==> src/rtl/delay_line_prog_if.sv <==
// rtl/delay_line_prog_if.sv - control, data and status bundle for the programmable delay line
//
// Purpose: carries every non-clock, non-reset signal of delay_line_prog.
// master modport: the producer / controller side (drives stall, flush,
//                 cfg_we, cfg_delay, in_valid, in_data; observes the rest).
// slave  modport: the delay line itself.
// Signals:
//   stall      1                     freeze all delay-line state
//   flush      1                     drop every sample in flight
//   cfg_we     1                     load cfg_delay (also flushes)
//   cfg_delay  $clog2(MAX_DELAY+1)   requested delay in cycles
//   in_valid   1                     qualifies in_data
//   in_data    CHANNELS*WIDTH        lane k at [k*WIDTH +: WIDTH]
//   out_valid  1                     qualifies out_data
//   out_data   CHANNELS*WIDTH        delayed lanes, same packing
//   cur_delay  $clog2(MAX_DELAY+1)   delay in effect
//   in_flight  $clog2(MAX_DELAY+1)   accepted samples still in the line
interface delay_line_prog_if #(
    parameter int WIDTH     = 16,
    parameter int CHANNELS  = 4,
    parameter int MAX_DELAY = 16
);
    localparam int DW     = $clog2(MAX_DELAY + 1);
    localparam int DATA_W = CHANNELS * WIDTH;

    logic              stall;
    logic              flush;
    logic              cfg_we;
    logic [DW-1:0]     cfg_delay;
    logic              in_valid;
    logic [DATA_W-1:0] in_data;
    logic              out_valid;
    logic [DATA_W-1:0] out_data;
    logic [DW-1:0]     cur_delay;
    logic [DW-1:0]     in_flight;

    modport master (
        output stall, flush, cfg_we, cfg_delay, in_valid, in_data,
        input  out_valid, out_data, cur_delay, in_flight
    );

    modport slave (
        input  stall, flush, cfg_we, cfg_delay, in_valid, in_data,
        output out_valid, out_data, cur_delay, in_flight
    );
endinterface

==> src/rtl/delay_line_prog.sv <==
// rtl/delay_line_prog.sv - multi-lane delay line with run-time programmable delay
//
// Purpose: every lane of in_data is delayed by the same programmable number
// of advances (cur_delay, 1..MAX_DELAY). Storage is a MAX_DELAY-entry
// circular buffer with a valid bit per entry, followed by an output register.
// Ports:
//   clk  - the only clock, rising edge
//   rst  - synchronous, active-high; restores DEFAULT_DELAY and empties the line
//   bus  - delay_line_prog_if.slave (stall/flush/cfg/in/out/status signals)
// Priority on each edge: rst > cfg_we > flush > stall > advance.
module delay_line_prog #(
    parameter int WIDTH         = 16,
    parameter int CHANNELS      = 4,
    parameter int MAX_DELAY     = 16,
    parameter int DEFAULT_DELAY = 10
) (
    input  logic             clk,
    input  logic             rst,
    delay_line_prog_if.slave bus
);
    localparam int DW     = $clog2(MAX_DELAY + 1);
    localparam int PW     = (MAX_DELAY > 1) ? $clog2(MAX_DELAY) : 1;
    localparam int DATA_W = CHANNELS * WIDTH;

    logic [DATA_W-1:0]    mem [MAX_DELAY];
    logic [MAX_DELAY-1:0] vld;
    logic [PW-1:0]        wr_ptr;
    logic [PW-1:0]        wr_ptr_nxt;
    logic [PW-1:0]        rd_ptr;
    logic [PW-1:0]        age_ptr;
    logic [DW-1:0]        cur_delay_r;
    logic [DW-1:0]        in_flight_r;
    logic [DW-1:0]        cfg_clamped;
    logic                 out_valid_r;
    logic [DATA_W-1:0]    out_data_r;
    logic                 advance;
    logic                 retire;

    // Position 'back' entries behind p, modulo MAX_DELAY (back is 0..MAX_DELAY).
    function automatic logic [PW-1:0] ptr_back(input logic [PW-1:0] p,
                                               input logic [DW-1:0] back);
        int t;
        t = int'(p) + MAX_DELAY - int'(back);
        if (t >= MAX_DELAY) begin
            t = t - MAX_DELAY;
        end
        return PW'(t);
    endfunction

    assign advance = !rst && !bus.stall && !bus.flush && !bus.cfg_we;

    assign wr_ptr_nxt = (wr_ptr == PW'(MAX_DELAY - 1)) ? '0 : wr_ptr + PW'(1);

    // The entry written D advances ago is the one presented on this edge.
    // With D = MAX_DELAY this is wr_ptr itself; its old content is read
    // before the non-blocking write replaces it.
    assign rd_ptr = ptr_back(wr_ptr, cur_delay_r);

    // in_flight counts valid samples among the last D-1 writes (including
    // the one taken on this edge). The entry D-1 behind wr_ptr drops out of
    // that window now: it is the sample that will be presented next advance.
    // With D = 1 the window is empty, so the sample just taken retires at once.
    assign age_ptr = ptr_back(wr_ptr, cur_delay_r - DW'(1));
    assign retire  = (cur_delay_r == DW'(1)) ? bus.in_valid : vld[age_ptr];

    always_comb begin
        cfg_clamped = bus.cfg_delay;
        if (bus.cfg_delay == '0) begin
            cfg_clamped = DW'(1);
        end else if (bus.cfg_delay > DW'(MAX_DELAY)) begin
            cfg_clamped = DW'(MAX_DELAY);
        end
    end

    // Sample payload needs no reset: an entry is only ever read out under its valid bit.
    always_ff @(posedge clk) begin
        if (advance) begin
            mem[wr_ptr] <= bus.in_data;
        end
    end

    always_ff @(posedge clk) begin
        if (rst) begin
            vld         <= '0;
            wr_ptr      <= '0;
            out_valid_r <= 1'b0;
            out_data_r  <= '0;
            in_flight_r <= '0;
            cur_delay_r <= DW'(DEFAULT_DELAY);
        end else if (bus.cfg_we) begin
            cur_delay_r <= cfg_clamped;
            vld         <= '0;
            out_valid_r <= 1'b0;
            in_flight_r <= '0;
        end else if (bus.flush) begin
            vld         <= '0;
            out_valid_r <= 1'b0;
            in_flight_r <= '0;
        end else if (!bus.stall) begin
            vld[wr_ptr] <= bus.in_valid;
            wr_ptr      <= wr_ptr_nxt;
            out_valid_r <= vld[rd_ptr];
            out_data_r  <= mem[rd_ptr];
            in_flight_r <= in_flight_r + DW'(bus.in_valid) - DW'(retire);
        end
    end

    assign bus.out_valid = out_valid_r;
    assign bus.out_data  = out_data_r;
    assign bus.cur_delay = cur_delay_r;
    assign bus.in_flight = in_flight_r;
endmodule

==> src/flat_wrapper.sv <==
// flat-port wrapper written by rule: the top's interface ports become plain ports
module delay_line_prog_flat 
#(
    parameter int WIDTH         = 16,
    parameter int CHANNELS      = 4,
    parameter int MAX_DELAY     = 16,
    parameter int DEFAULT_DELAY = 10
)
  (clk, rst, bus_stall, bus_flush, bus_cfg_we, bus_cfg_delay, bus_in_valid, bus_in_data, bus_out_valid, bus_out_data, bus_cur_delay, bus_in_flight);
  delay_line_prog_if #(.WIDTH(WIDTH), .CHANNELS(CHANNELS), .MAX_DELAY(MAX_DELAY)) bus_i ();
  input  logic clk;
  input  logic rst;
  input wire logic [$bits(bus_i.stall)-1:0] bus_stall;
  input wire logic [$bits(bus_i.flush)-1:0] bus_flush;
  input wire logic [$bits(bus_i.cfg_we)-1:0] bus_cfg_we;
  input wire logic [$bits(bus_i.cfg_delay)-1:0] bus_cfg_delay;
  input wire logic [$bits(bus_i.in_valid)-1:0] bus_in_valid;
  input wire logic [$bits(bus_i.in_data)-1:0] bus_in_data;
  output wire logic [$bits(bus_i.out_valid)-1:0] bus_out_valid;
  output wire logic [$bits(bus_i.out_data)-1:0] bus_out_data;
  output wire logic [$bits(bus_i.cur_delay)-1:0] bus_cur_delay;
  output wire logic [$bits(bus_i.in_flight)-1:0] bus_in_flight;
  assign bus_i.stall = bus_stall;
  assign bus_i.flush = bus_flush;
  assign bus_i.cfg_we = bus_cfg_we;
  assign bus_i.cfg_delay = bus_cfg_delay;
  assign bus_i.in_valid = bus_in_valid;
  assign bus_i.in_data = bus_in_data;
  assign bus_out_valid = bus_i.out_valid;
  assign bus_out_data = bus_i.out_data;
  assign bus_cur_delay = bus_i.cur_delay;
  assign bus_in_flight = bus_i.in_flight;
  delay_line_prog #(.WIDTH(WIDTH), .CHANNELS(CHANNELS), .MAX_DELAY(MAX_DELAY), .DEFAULT_DELAY(DEFAULT_DELAY)) u_core (.clk(clk), .rst(rst), .bus(bus_i));
endmodule
==> config.mk <==
export PLATFORM = sky130hd
export DESIGN_NAME = delay_line_prog_flat
export DESIGN_NICKNAME = d
export VERILOG_FILES = /design/src/rtl/delay_line_prog_if.sv /design/src/rtl/delay_line_prog.sv /design/src/flat_wrapper.sv
export SDC_FILE = /design/constraint.sdc
export NUM_CORES = 1
export LEC_CHECK = 0
export BUFFER_PORTS_ARGS = -buffer_cell sky130_fd_sc_hd__buf_2
export CAP_MARGIN = 30
export CORE_MARGIN = 2
export CORE_UTILIZATION = 35
export CTS_BUF_LIST = sky130_fd_sc_hd__clkbuf_8
export DETAILED_ROUTE_END_ITERATION = 10
export GPL_TIMING_DRIVEN = 0
export PLACE_DENSITY_LB_ADDON = 0.25
export RECOVER_POWER = 50
export SLEW_MARGIN = 5
export SYNTH_ARGS = -nofsm -noshare
export SYNTH_HDL_FRONTEND = slang
export SYNTH_SLANG_ARGS = --single-unit
export TNS_END_PERCENT = 30
==> constraint.sdc <==
create_clock -name clk -period 4.4 [get_ports clk]
set_input_delay 0.22 -clock clk [delete_from_list [all_inputs] [get_ports clk]]
set_output_delay 0.22 -clock clk [all_outputs]
set_load 0.005 [all_outputs]
==> summary.txt, run 1 <==
Detailed routing
  • Routed via count: 22099
  • Routed len/inst: 24.1 µm
  • DR vias/cell: 5.02
  • Residual DRC: 0
  • Routed wire length: 106 mm
  • Drt initial violations: 1889
  • Final ANT Viol Nets: 0
  • DR pass1 iterations: 5

Setup path
  • Setup Crit Path Kind: reg -> reg
  • CP Launch Type: flip-flop
  • Critical Path AT: 4.97 ns
  • Critical Path RT: 5.15 ns
  • Slowest-stage cell, CP: fa_2
  • Crit path max-delay family: adder cells
  • CP Cell Sequence: inv_1 -> ha_1 -> inv_1 -> fa_2 -> mux4_2 -> mux2i_2 -> mux2_2 -> o21ai_0 -> ha_1 -> inv_1 -> ha_1 -> fa_2 -> a21o_1 -> a21oi_2 -> xnor2_1 -> or3_1 -> a21oi_1
  • CP Capture Type: flip-flop
  • Buf/Inv on CP: 3
  • Worst stage delay on the critical path: 0.57 ns
  • CP Max Fanout: 5

GRT
  • Total GRT Usage: 0.170
  • Number of global-route vias before repair: 23642
  • Antenna violations before repair: 9
  • Total gr overflow: 0
  • Pin count of the biggest net entering global routing: 26
  • First-pass GRT wire length: 156 mm

Synth
  • Mapped Cells: 2146
  • Yosys top cell area share: 0.718
  • Top cells by count, synth: edfxtp_1 (1024), nand2_1 (334), mux4_2 (264)
  • Most common cell in the netlist: edfxtp_1
  • Fraction of registers with async set/reset: 0
  • Mean Syn Cell Area: 20.0 µm²
  • Top post-synthesis cells by area: edfxtp_1 (72%), mux4_2 (14%), dfxtp_1 (4.4%)
  • Sequential area share after synthesis: 0.762
  • Yosys warning count: 0
  • Cell area after synthesis: 42800 µm²
  • Leading area contributor after synthesis: edfxtp_1
  • Distinct cells, synth: 39
  • Register bit total from synthesis: 1119
  • Ys flop type: edfxtp_1
  • Post-synth EDFFs: 1024
  • Syn Nets: 2241

STA
  • Final WS setup: 0.177 ns
  • Clk_skew: 0.0410 ns
  • Tmin final: 4.22 ns
  • Maximum clock rate: 237 MHz
  • Final hold vios: 0
  • Slew Limit Fails: 0
  • Fin crit share: 0.960
  • Worst Tran Pin Value: 1.02 ns
  • # setup viols final: 0
  • Max transition margin: 0.320

Die
  • Core ar.: 122000 µm²
  • Die area: 125000 µm²
  • Die width: 354 µm
  • Initial Util: 0.352
  • Row cnt: 128
  • Io pins: 150
  • Die Y-Extent: 354 µm

Clock network
  • CTS tree: yes
  • Clk slew on worst S/H paths: 0.06 ns
  • Num CTS Buffers: 183
  • Worst-skew pair later-pin latency: 0.83 ns
  • Clock tree root buffer cell: clkbuf_8
  • H-tree levels: 4
  • Max clock buf depth: 3
  • CTS sink count: 1119

Placement
  • DP Worst Slack: -0.237 ns
  • Post-Place Cell Area: 46900 µm²
  • Post-DP HPWL: 68.4 mm
  • GPL Wtd Cong: 0.736
  • Input/output buffers: 149

Cells and area
  • Layout cell share with drive strength beyond 1: 0.261
  • Fin area: 51100 µm²
  • Nets: 2716
  • Layout area overhead: 19.3%
  • Final core utilization: 0.421

Power
  • PwrDens: 430 nW/µm²
  • Tot Pwr: 0.0220 W
  • Max IR drop VDD: 0.242 mV
  • LEAKAGE: 16.5 nW

Job
  • Max_cap viols: 0

Status
  • Status: finished clean

Worst hold path
  • Min-delay worst type: in -> reg
## area by class of cell
type	instances	area, µm²
fill	10813	70400
sequential	1119	32700
multi-input combinational	895	9670
clock buffer	202	2780
timing repair buffer	290	2590
tap	1625	2030
clock inverter	138	712
buffer	118	622
inverter	14	52.6
antenna	2	5.00
## sequential cells by signal, indices dropped and copies added (netlist names)
name,count
u_core.bus.cur_delay,5
u_core.mem,1024
u_core.bus.out_data,64
u_core.bus.in_flight,5
u_core.wr_ptr,4
u_core.vld,16
u_core.bus.out_valid,1
## final timing paths
path                                         startpoint                      end  slack, ns  cells after the start
worst max-delay path            u_core.bus.cur_delay[1]  u_core.bus.in_flight[4]       0.18                     17
worst min-delay path                          bus_flush         u_core.wr_ptr[2]       0.38                      5
worst max register to register  u_core.bus.cur_delay[1]  u_core.bus.in_flight[4]       0.18                     17
worst min register to register  u_core.bus.out_data[62]  u_core.bus.out_data[62]       0.49                      1
## worst reg2reg max path: cells and delay by family (launching register included)
family                     cells  cell delay (ns)
muxes                          3             0.88
adders and majority gates      5             1.72
xor gates and xnor gates       1             0.08
DFF                            1             0.38
AOI/OAI and AO/OA              4             0.58
and+or+nand+nor                1             0.31
buffers and inverters          3             0.18
## where the power goes
group | switching, W | total [W] | internal, W
logic | 0.00103 | 0.00173 | 0.000700
registers | 0.0000403 | 0.0117 | 0.0117
clock network | 0.00418 | 0.00856 | 0.00438
total | 0.00525 | 0.0220 | 0.0167
## placed cells by master (no fill, tap or decap), types with 3 or more instances in the layout
cell	netlist	routed
buf_1	20	20
nor3_1	4	5
ha_1	17	16
nor2_4	0	16
a21oi_2	58	59
inv_12	0	3
nor2_1	51	34
buf_8	0	5
o21ai_0	14	14
xnor2_1	7	7
dfxtp_1	95	92
mux2i_1	15	14
clkinv_2	0	24
buf_2	32	56
or2_2	4	4
a221o_1	66	66
a21o_1	3	3
xor2_1	4	4
nand2b_1	8	8
a21oi_1	24	23
clkbuf_1	50	174
inv_6	0	3
buf_6	15	15
inv_1	14	84
clkbuf_8	0	202
edfxtp_1	1024	1024
buf_12	0	36
dlygate4sd3_1	0	87
nand2_1	334	334
clkinv_1	0	28
mux4_2	264	264
clkinvlp_4	0	4
buf_16	0	13
## routing by layer
layer | GRT usage | routed length (µm) | up-vias
met5 | 0 | 37 | -
li1 | - | - | 9643
met4 | 0.0517 | 2520 | 6
met2 | 0.284 | 52200 | 673
met1 | 0.224 | 44500 | 11592
met3 | 0.0334 | 6620 | 185
## logic make-up (layout without fill, tap and decap cells)
kind of cell | after synthesis | after routing | synth area share
flops | 1119 | 1119 | 0.762
simple gates | 411 | 411 | 0.0377
mux | 281 | 281 | 0.143
compound gates | 171 | 171 | 0.0331
buf+inv | 132 | 762 | 0.0152
fa+ha+maj | 20 | 20 | 0.00637
xor+xnor | 12 | 12 | 0.00263
other cells | 0 | 2 | 0
## metrics by stage
step                instances  hold WS, ns  setup TNS (ns)
floorplan                2146        0.319               0
global placement         3920        0.458        -3467.58
detailed placement       3972        0.470          -0.237
CTS                      4400        0.220               0
global route             4402        0.402         -0.0180
finish                   4403        0.378               0
## what timing repair did
action	CTS	global route
setup buffers	1	1
hold buffers	87	0
pin swaps	1	3
resized for setup	11	4
endpoints found under the hold margin	1044	0
cloned	0	0
endpoints found under the setup margin	1	1
(Power assumes the default switching activity.)
==> run 2: changes to the inputs <==
BUFFER_PORTS_ARGS = -buffer_cell sky130_fd_sc_hd__buf_4   (was -buffer_cell sky130_fd_sc_hd__buf_2)
==> run 2 against run 1 <==
  * Count of clock-buffer cells in the layout is the same
  * Flip-flop and latch count unchanged
  * Wire length fell by 0.32%
  * Non-clock buffer count unchanged
  * First-iteration DRC count shrank 4.7%
  * Hold slack gained 0.066 ns
  * Clock power up 3.9%
  * Critical path depth is the same
  * Largest power group unchanged
  * Highest routed layer unchanged
==> summary.txt, run 2 (synthesis gave the netlist of run 1 again) <==
STA
  • Fin crit share: 0.959 (was 0.960)
  • Max transition margin: 0.385 (was 0.320)
  • Slew Limit Fails: 0 (unchanged)
  • Setup_tns: 0 ns (unchanged)
  • Clk_skew: 0.0372 ns (was 0.0410 ns)
  • RSZ-0062 raised after global routing: no
  • Worst Tran Pin Value: 0.923 ns (was 1.02 ns)
  • Tmin final: 4.22 ns (about the same)
  • Final WS setup: 0.179 ns (was 0.177 ns)
  • Final hold vios: 0 (unchanged)
  • # setup viols final: 0 (unchanged)
  • Maximum clock rate: 237 MHz (about the same)

Cells and area
  • Commonest non-fill, non-tap cell in the layout: edfxtp_1 (unchanged)
  • Layout cell share with drive strength beyond 1: 0.271 (was 0.261)
  • Fin area: 51500 µm² (was 51100 µm²)
  • # fillers: 10686 (was 10813)
  • Max FFs per register: 1024 (unchanged)
  • Biggest register: u_core.mem (unchanged)
  • Most frequent cells in the layout: edfxtp_1 (1024), nand2_1 (334), mux4_2 (264), clkbuf_8 (202), clkbuf_1 (146) (was edfxtp_1 (1024), nand2_1 (334), mux4_2 (264), clkbuf_8 (202), clkbuf_1 (174))
  • Layout area overhead: 20.2% (was 19.3%)
  • Nets: 2715 (was 2716)

GRT
  • Pin count of the biggest net entering global routing: 26 (unchanged)
  • Number of global-route vias before repair: 23445 (was 23642)
  • First-pass GRT wire length: 155 mm (was 156 mm)
  • Total GRT Usage: 0.169 (was 0.170)
  • Antenna violations before repair: 12 (was 9)
  • Total gr overflow: 0 (unchanged)

Detailed routing
  • DR vias/cell: 5.00 (was 5.02)
  • Routed len/inst: 24.0 µm (was 24.1 µm)
  • Routed wire length: 106 mm (about the same)
  • Routed via count: 22048 (was 22099)
  • DR pass1 iterations: 5 (unchanged)
  • Final ANT Viol Nets: 0 (unchanged)
  • Drt initial violations: 1801 (was 1889)
  • Residual DRC: 0 (unchanged)

Setup path
  • CP Capture Type: flip-flop (unchanged)
  • CP Max Fanout: 10 (was 5)
  • Critical Path AT: 4.97 ns (about the same)
  • Reg2Reg Launch Point: u_core.wr_ptr[0] (was u_core.bus.cur_delay[1])
  • Worst reg2reg path depth: 17 (unchanged)
  • Reg2reg setup slack: 0.18 ns (about the same)
  • CP Launch Type: flip-flop (unchanged)
  • Critical Path RT: 5.15 ns (about the same)
  • Setup Crit Path Kind: reg -> reg (unchanged)
  • Reg2Reg Capture Point: u_core.bus.in_flight[4] (unchanged)

Clock network
  • CTS sink count: 1119 (unchanged)
  • Worst-skew pair later-pin latency: 0.84 ns (was 0.83 ns)
  • Num CTS Buffers: 182 (was 183)
  • H-tree levels: 4 (unchanged)
  • Clk slew on worst S/H paths: 0.06 ns (about the same)
  • Max clock buf depth: 3 (unchanged)
  • CTS tree: yes (unchanged)
  • Clock tree root buffer cell: clkbuf_8 (unchanged)

Power
  • Reg power frac: 0.524 (was 0.532)
  • Max IR drop VDD: 0.267 mV (was 0.242 mV)
  • Switching power: 0.00519 W (was 0.00525 W)
  • Clock Power Share: 0.398 (was 0.389)
  • Combinational power share: 0.078 (was 0.079)
  • LEAKAGE: 16.7 nW (was 16.5 nW)
  • Internal power: 0.0171 W (was 0.0167 W)
  • PwrDens: 433 nW/µm² (was 430 nW/µm²)
  • Switching Fraction: 0.233 (was 0.239)

Placement
  • Input/output buffers: 149 (unchanged)
  • DP Worst Slack: -0.247 ns (was -0.237 ns)
  • GPL Wtd Cong: 0.728 (was 0.736)
  • Post-DP HPWL: 68.1 mm (was 68.4 mm)
  • Post-Place Cell Area: 47300 µm² (was 46900 µm²)

Die
  • Die Y-Extent: 354 µm (unchanged)
  • Die area: 125000 µm² (unchanged)
  • Row cnt: 128 (unchanged)
  • Core ar.: 122000 µm² (unchanged)
  • Io pins: 150 (unchanged)
  • Die width: 354 µm (unchanged)
  • Initial Util: 0.352 (unchanged)

Worst hold path
  • Min-delay worst type: in -> reg (unchanged)
  • Hold path cells: 2 (was 5)
  • HP Start: bus_in_data[42] (was bus_flush)
  • Hold EP: u_core.mem[11][42] (was u_core.wr_ptr[2])

Job
  • Max_cap viols: 0 (unchanged)

Status
  • Status: finished clean (unchanged)
==> run 2: changes by cell type in the layout (fill, tap and decap cells not counted), moves of 7 or more <==
cell / delta
bufinv_16: +7
buf_4: +10
clkbuf_4: +42
buf_2: -25
clkinv_1: +9
inv_1: -9
clkbuf_1: -28
==> run 2: worst max-delay path by stage <==
stage / slack (ns) / endpoint / depth (start not counted) / startpoint
detailed placement: -0.25 / u_core.bus.in_flight[4] / 18 / u_core.wr_ptr[0]
floorplan: 0.1 / u_core.mem[1][0] / 5 / u_core.wr_ptr[1]
global route: 0.0004 / u_core.bus.in_flight[4] / 17 / u_core.wr_ptr[0]
global placement: -3.69 / u_core.mem[4][40] / 6 / u_core.wr_ptr[1]
CTS: 0.007 / u_core.bus.in_flight[4] / 17 / u_core.bus.cur_delay[1]
finish: 0.18 / u_core.bus.in_flight[4] / 17 / u_core.wr_ptr[0]
==> run 2: repair_timing <==
action / in CTS / in global routing
pin swaps: 1 / 3
hold buffers: 88 / 0
hold endpoints to repair: 1047 / 0
setup buffers: 1 / 0
gates resized for setup: 11 / 5
endpoints found under the setup margin: 1 / 1
==> run 2: cell type report <==
type	count	area [µm²]	share of cell area
Clock buffer	202	2780	0.0540
Buffer	118	622	0.0121
Inverter	14	52.6	0.00102
Antenna cell	7	17.5	0.000340
Multi-Input combinational cell	895	9690	0.188
Sequential cell	1119	32700	0.634
Tap cell	1625	2030	0.0395
Timing Repair Buffer	290	2800	0.0543
Clock inverter	138	861	0.0167
==> run 2: power by group through the flow <==
| stage | clock network, W | logic [W] | registers, W |
|---|---|---|---|
| 6_report | 0.00889 | 0.00174 | 0.0117 |
| 5_1_grt | 0.00958 | 0.00190 | 0.0117 |
| 4_1_cts | 0.00913 | 0.00183 | 0.0117 |
| 3_5_place_dp | 0 | 0.00175 | 0.0119 |
| 3_3_place_gp | 0 | 0.00170 | 0.0119 |
| 2_1_floorplan | 0 | 0.00103 | 0.0119 |
==> run 2: worst max-delay path: stages (launching register included) <==
cell and delay (ns):
dfxtp_2 0.38, inv_1 0.13, ha_2 0.41, buf_6 0.20, buf_12 0.20, mux4_2 0.52
mux2i_1 0.20, mux2_2 0.19, o21ai_0 0.09, ha_1 0.31, inv_1 0.04, ha_1 0.20
fa_2 0.37, a21o_1 0.20, a21oi_2 0.14, xnor2_1 0.08, or3_1 0.30, a21oi_1 0.13
==> run 2: metal layers <==
metal | GRT usage | vias to the layer above | routed length, µm | share of wire
met3 | 0.0344 | 155 | 6950 | 0.066
met4 | 0.0483 | 8 | 2010 | 0.019
met2 | 0.282 | 699 | 52500 | 0.50
li1 | - | 9652 | - | -
met1 | 0.224 | 11534 | 44100 | 0.42
met5 | 0 | - | 54 | 0.00051
==> run 2: per-stage QoR <==
stage | power (W) | utilization | hold WS, ns | cells
6_report | 0.0223 | 0.424 | 0.445 | 4408
5_1_grt | 0.0232 | 0.424 | 0.439 | 4405
4_1_cts | 0.0226 | 0.426 | 0.136 | 4401
3_5_place_dp | 0.0137 | 0.389 | 0.479 | 3972
3_3_place_gp | 0.0136 | 0.378 | 0.452 | 3920
2_1_floorplan | 0.0129 | - | 0.319 | 2146
==> run 3: changes to the inputs <==
CORE_ASPECT_RATIO = 0.75   (was not set)
==> run 3 against run 2 <==
  * Worst setup slack gained 0.013 ns
  * Sequential power is essentially flat
  * Power shrank 1.6%
  * Combinational power grew 2%
  * Wire length grew 2.0%
  * Clock skew grew 0.0057 ns
  * Largest cell class unchanged
==> summary.txt, run 3 (synthesis gave the netlist of run 1 again) <==
Setup path
  • CP Max Fanout: 6 (was 10)
  • CP Capture Type: flip-flop (unchanged)
  • Reg2reg setup slack: 0.19 ns (was 0.18 ns)
  • Critical Path RT: 5.21 ns (was 5.15 ns)
  • Setup Crit Path Kind: reg -> reg (unchanged)
  • CP Launch Type: flip-flop (unchanged)
  • Critical Path AT: 5.01 ns (was 4.97 ns)

Die
  • Die Y-Extent: 307 µm (was 354 µm)
  • Die area: 125000 µm² (about the same)
  • Initial Util: 0.352 (about the same)
  • Core ar.: 122000 µm² (about the same)
  • Io pins: 150 (unchanged)
  • Row cnt: 111 (was 128)
  • Die width: 408 µm (was 354 µm)

Clock network
  • CTS tree: yes (unchanged)
  • CTS sink count: 1119 (unchanged)
  • Num CTS Buffers: 175 (was 182)
  • Max clock buf depth: 3 (unchanged)
  • H-tree levels: 4 (unchanged)
  • Worst-skew pair later-pin latency: 0.87 ns (was 0.84 ns)
  • Clk slew on worst S/H paths: 0.06 ns (about the same)
  • Clock tree root buffer cell: clkbuf_8 (unchanged)

STA
  • Fin crit share: 0.956 (was 0.959)
  • # setup viols final: 0 (unchanged)
  • Tmin final: 4.21 ns (was 4.22 ns)
  • Clk_skew: 0.0429 ns (was 0.0372 ns)
  • Final hold vios: 0 (unchanged)
  • Worst Tran Pin Value: 0.942 ns (was 0.923 ns)
  • Slew Limit Fails: 0 (unchanged)
  • Max transition margin: 0.370 (was 0.385)
  • Maximum clock rate: 238 MHz (was 237 MHz)

Detailed routing
  • Drt initial violations: 1831 (was 1801)
  • DR vias/cell: 5.07 (was 5.00)
  • Routed len/inst: 24.5 µm (was 24.0 µm)
  • Routed wire length: 108 mm (was 106 mm)
  • Routed via count: 22333 (was 22048)
  • DR pass1 iterations: 5 (unchanged)
  • Final ANT Viol Nets: 0 (unchanged)
  • Residual DRC: 0 (unchanged)

Placement
  • GPL Wtd Cong: 0.748 (was 0.728)
  • Post-Place Cell Area: 47300 µm² (about the same)
  • Placed Instances: 3987 (was 3972)
  • Post-DP HPWL: 69.9 mm (was 68.1 mm)
  • Input/output buffers: 149 (unchanged)

GRT
  • Total GRT Usage: 0.173 (was 0.169)
  • Number of global-route vias before repair: 23259 (was 23445)
  • Antenna violations before repair: 4 (was 12)
  • First-pass GRT wire length: 158 mm (was 155 mm)
  • Pin count of the biggest net entering global routing: 23 (was 26)
  • Total gr overflow: 0 (unchanged)

Power
  • PwrDens: 427 nW/µm² (was 433 nW/µm²)
  • Max IR drop VDD: 0.209 mV (was 0.267 mV)
  • LEAKAGE: 16.7 nW (about the same)

Cells and area
  • Multi-input logic area: 9690 µm² (unchanged)
  • Nets: 2710 (was 2715)
  • Max FFs per register: 1024 (unchanged)
  • Layout cell share with drive strength beyond 1: 0.280 (was 0.271)
  • # fillers: 10711 (was 10686)
  • Fin area: 51400 µm² (was 51500 µm²)
  • Biggest register: u_core.mem (unchanged)
  • Most frequent cells in the layout: edfxtp_1 (1024), nand2_1 (334), mux4_2 (264), clkbuf_8 (192), clkbuf_1 (114) (was edfxtp_1 (1024), nand2_1 (334), mux4_2 (264), clkbuf_8 (202), clkbuf_1 (146))
  • Sequential cell area: 32700 µm² (about the same)
  • Layout area overhead: 20.0% (was 20.2%)
  • Commonest non-fill, non-tap cell in the layout: edfxtp_1 (unchanged)
  • Fin cells: 4403 (was 4408)

Worst hold path
  • Min-delay worst type: in -> reg (unchanged)

Status
  • Status: finished clean (unchanged)

Job
  • Max_cap viols: 0 (unchanged)
run 3: worst paths after layout:
check | startpoint | end | depth (start not counted)
max | u_core.bus.cur_delay[0] | u_core.bus.in_flight[4] | 17
max reg2reg | u_core.bus.cur_delay[0] | u_core.bus.in_flight[4] | 17
min | bus_flush | u_core.wr_ptr[2] | 5
min reg2reg | u_core.bus.in_flight[4] | u_core.bus.in_flight[4] | 2
run 3: cell type report:
type	count	area share
Sequential cell	1119	0.635
Multi-Input combinational cell	895	0.188
Timing Repair Buffer	292	0.0573
Clock buffer	192	0.0514
Tap cell	1638	0.0399
Clock inverter	133	0.0145
Buffer	118	0.0119
Inverter	14	0.00102
Antenna cell	2	0.0000974
run 3: routing by layer:
metal,vias to the layer above,share of wire,GRT usage
li1,9626,-,-
met1,11764,0.45,0.246
met2,773,0.47,0.271
met3,170,0.060,0.0307
met4,0,0.021,0.0546
met5,-,0,0
run 3: report_power, final:
group | switching (W) | internal [W] | leakage, nW | total (W)
clock | 0.00414 | 0.00434 | 1.98 | 0.00848
sequential | 0.0000471 | 0.0116 | 9.98 | 0.0117
combinational | 0.00104 | 0.000739 | 4.77 | 0.00178
total | 0.00523 | 0.0167 | 16.7 | 0.0220
run 3: metrics by stage:
step / util / setup slack, ns / power [W] / TNS [ns] / hold WS, ns
after global routing: 0.422 / -0.0140 / 0.0228 / -0.0140 / 0.301
after floorplan: - / 0.0961 / 0.0129 / 0 / 0.319
after global placement: 0.378 / -3.83 / 0.0136 / -3638.52 / 0.452
after CTS: 0.424 / 0.0586 / 0.0223 / 0 / 0.0948
final: 0.422 / 0.192 / 0.0220 / 0 / 0.314
after detailed placement: 0.388 / -0.246 / 0.0137 / -0.246 / 0.463
run 3: what timing repair did:
item | CTS | global route
hold buffers | 87 | 0
gates resized for setup | 8 | 6
setup endpoints to repair | 1 | 1
buffers inserted | 1 | 0
pin swaps | 1 | 2
endpoints found under the hold margin | 1050 | 0
run 3: worst max-delay path: stages (launching register included):
cell and delay, ns:
dfxtp_4 0.38, inv_1 0.10, ha_1 0.32, inv_1 0.06, fa_2 0.58, mux4_2 0.51, mux2i_1 0.14, mux2_2 0.16
o21ai_0 0.09, ha_1 0.33, inv_1 0.04, ha_2 0.18, fa_2 0.38, a21o_1 0.20, a21oi_2 0.16, xnor2_1 0.09
or3_1 0.31, a21oi_1 0.14
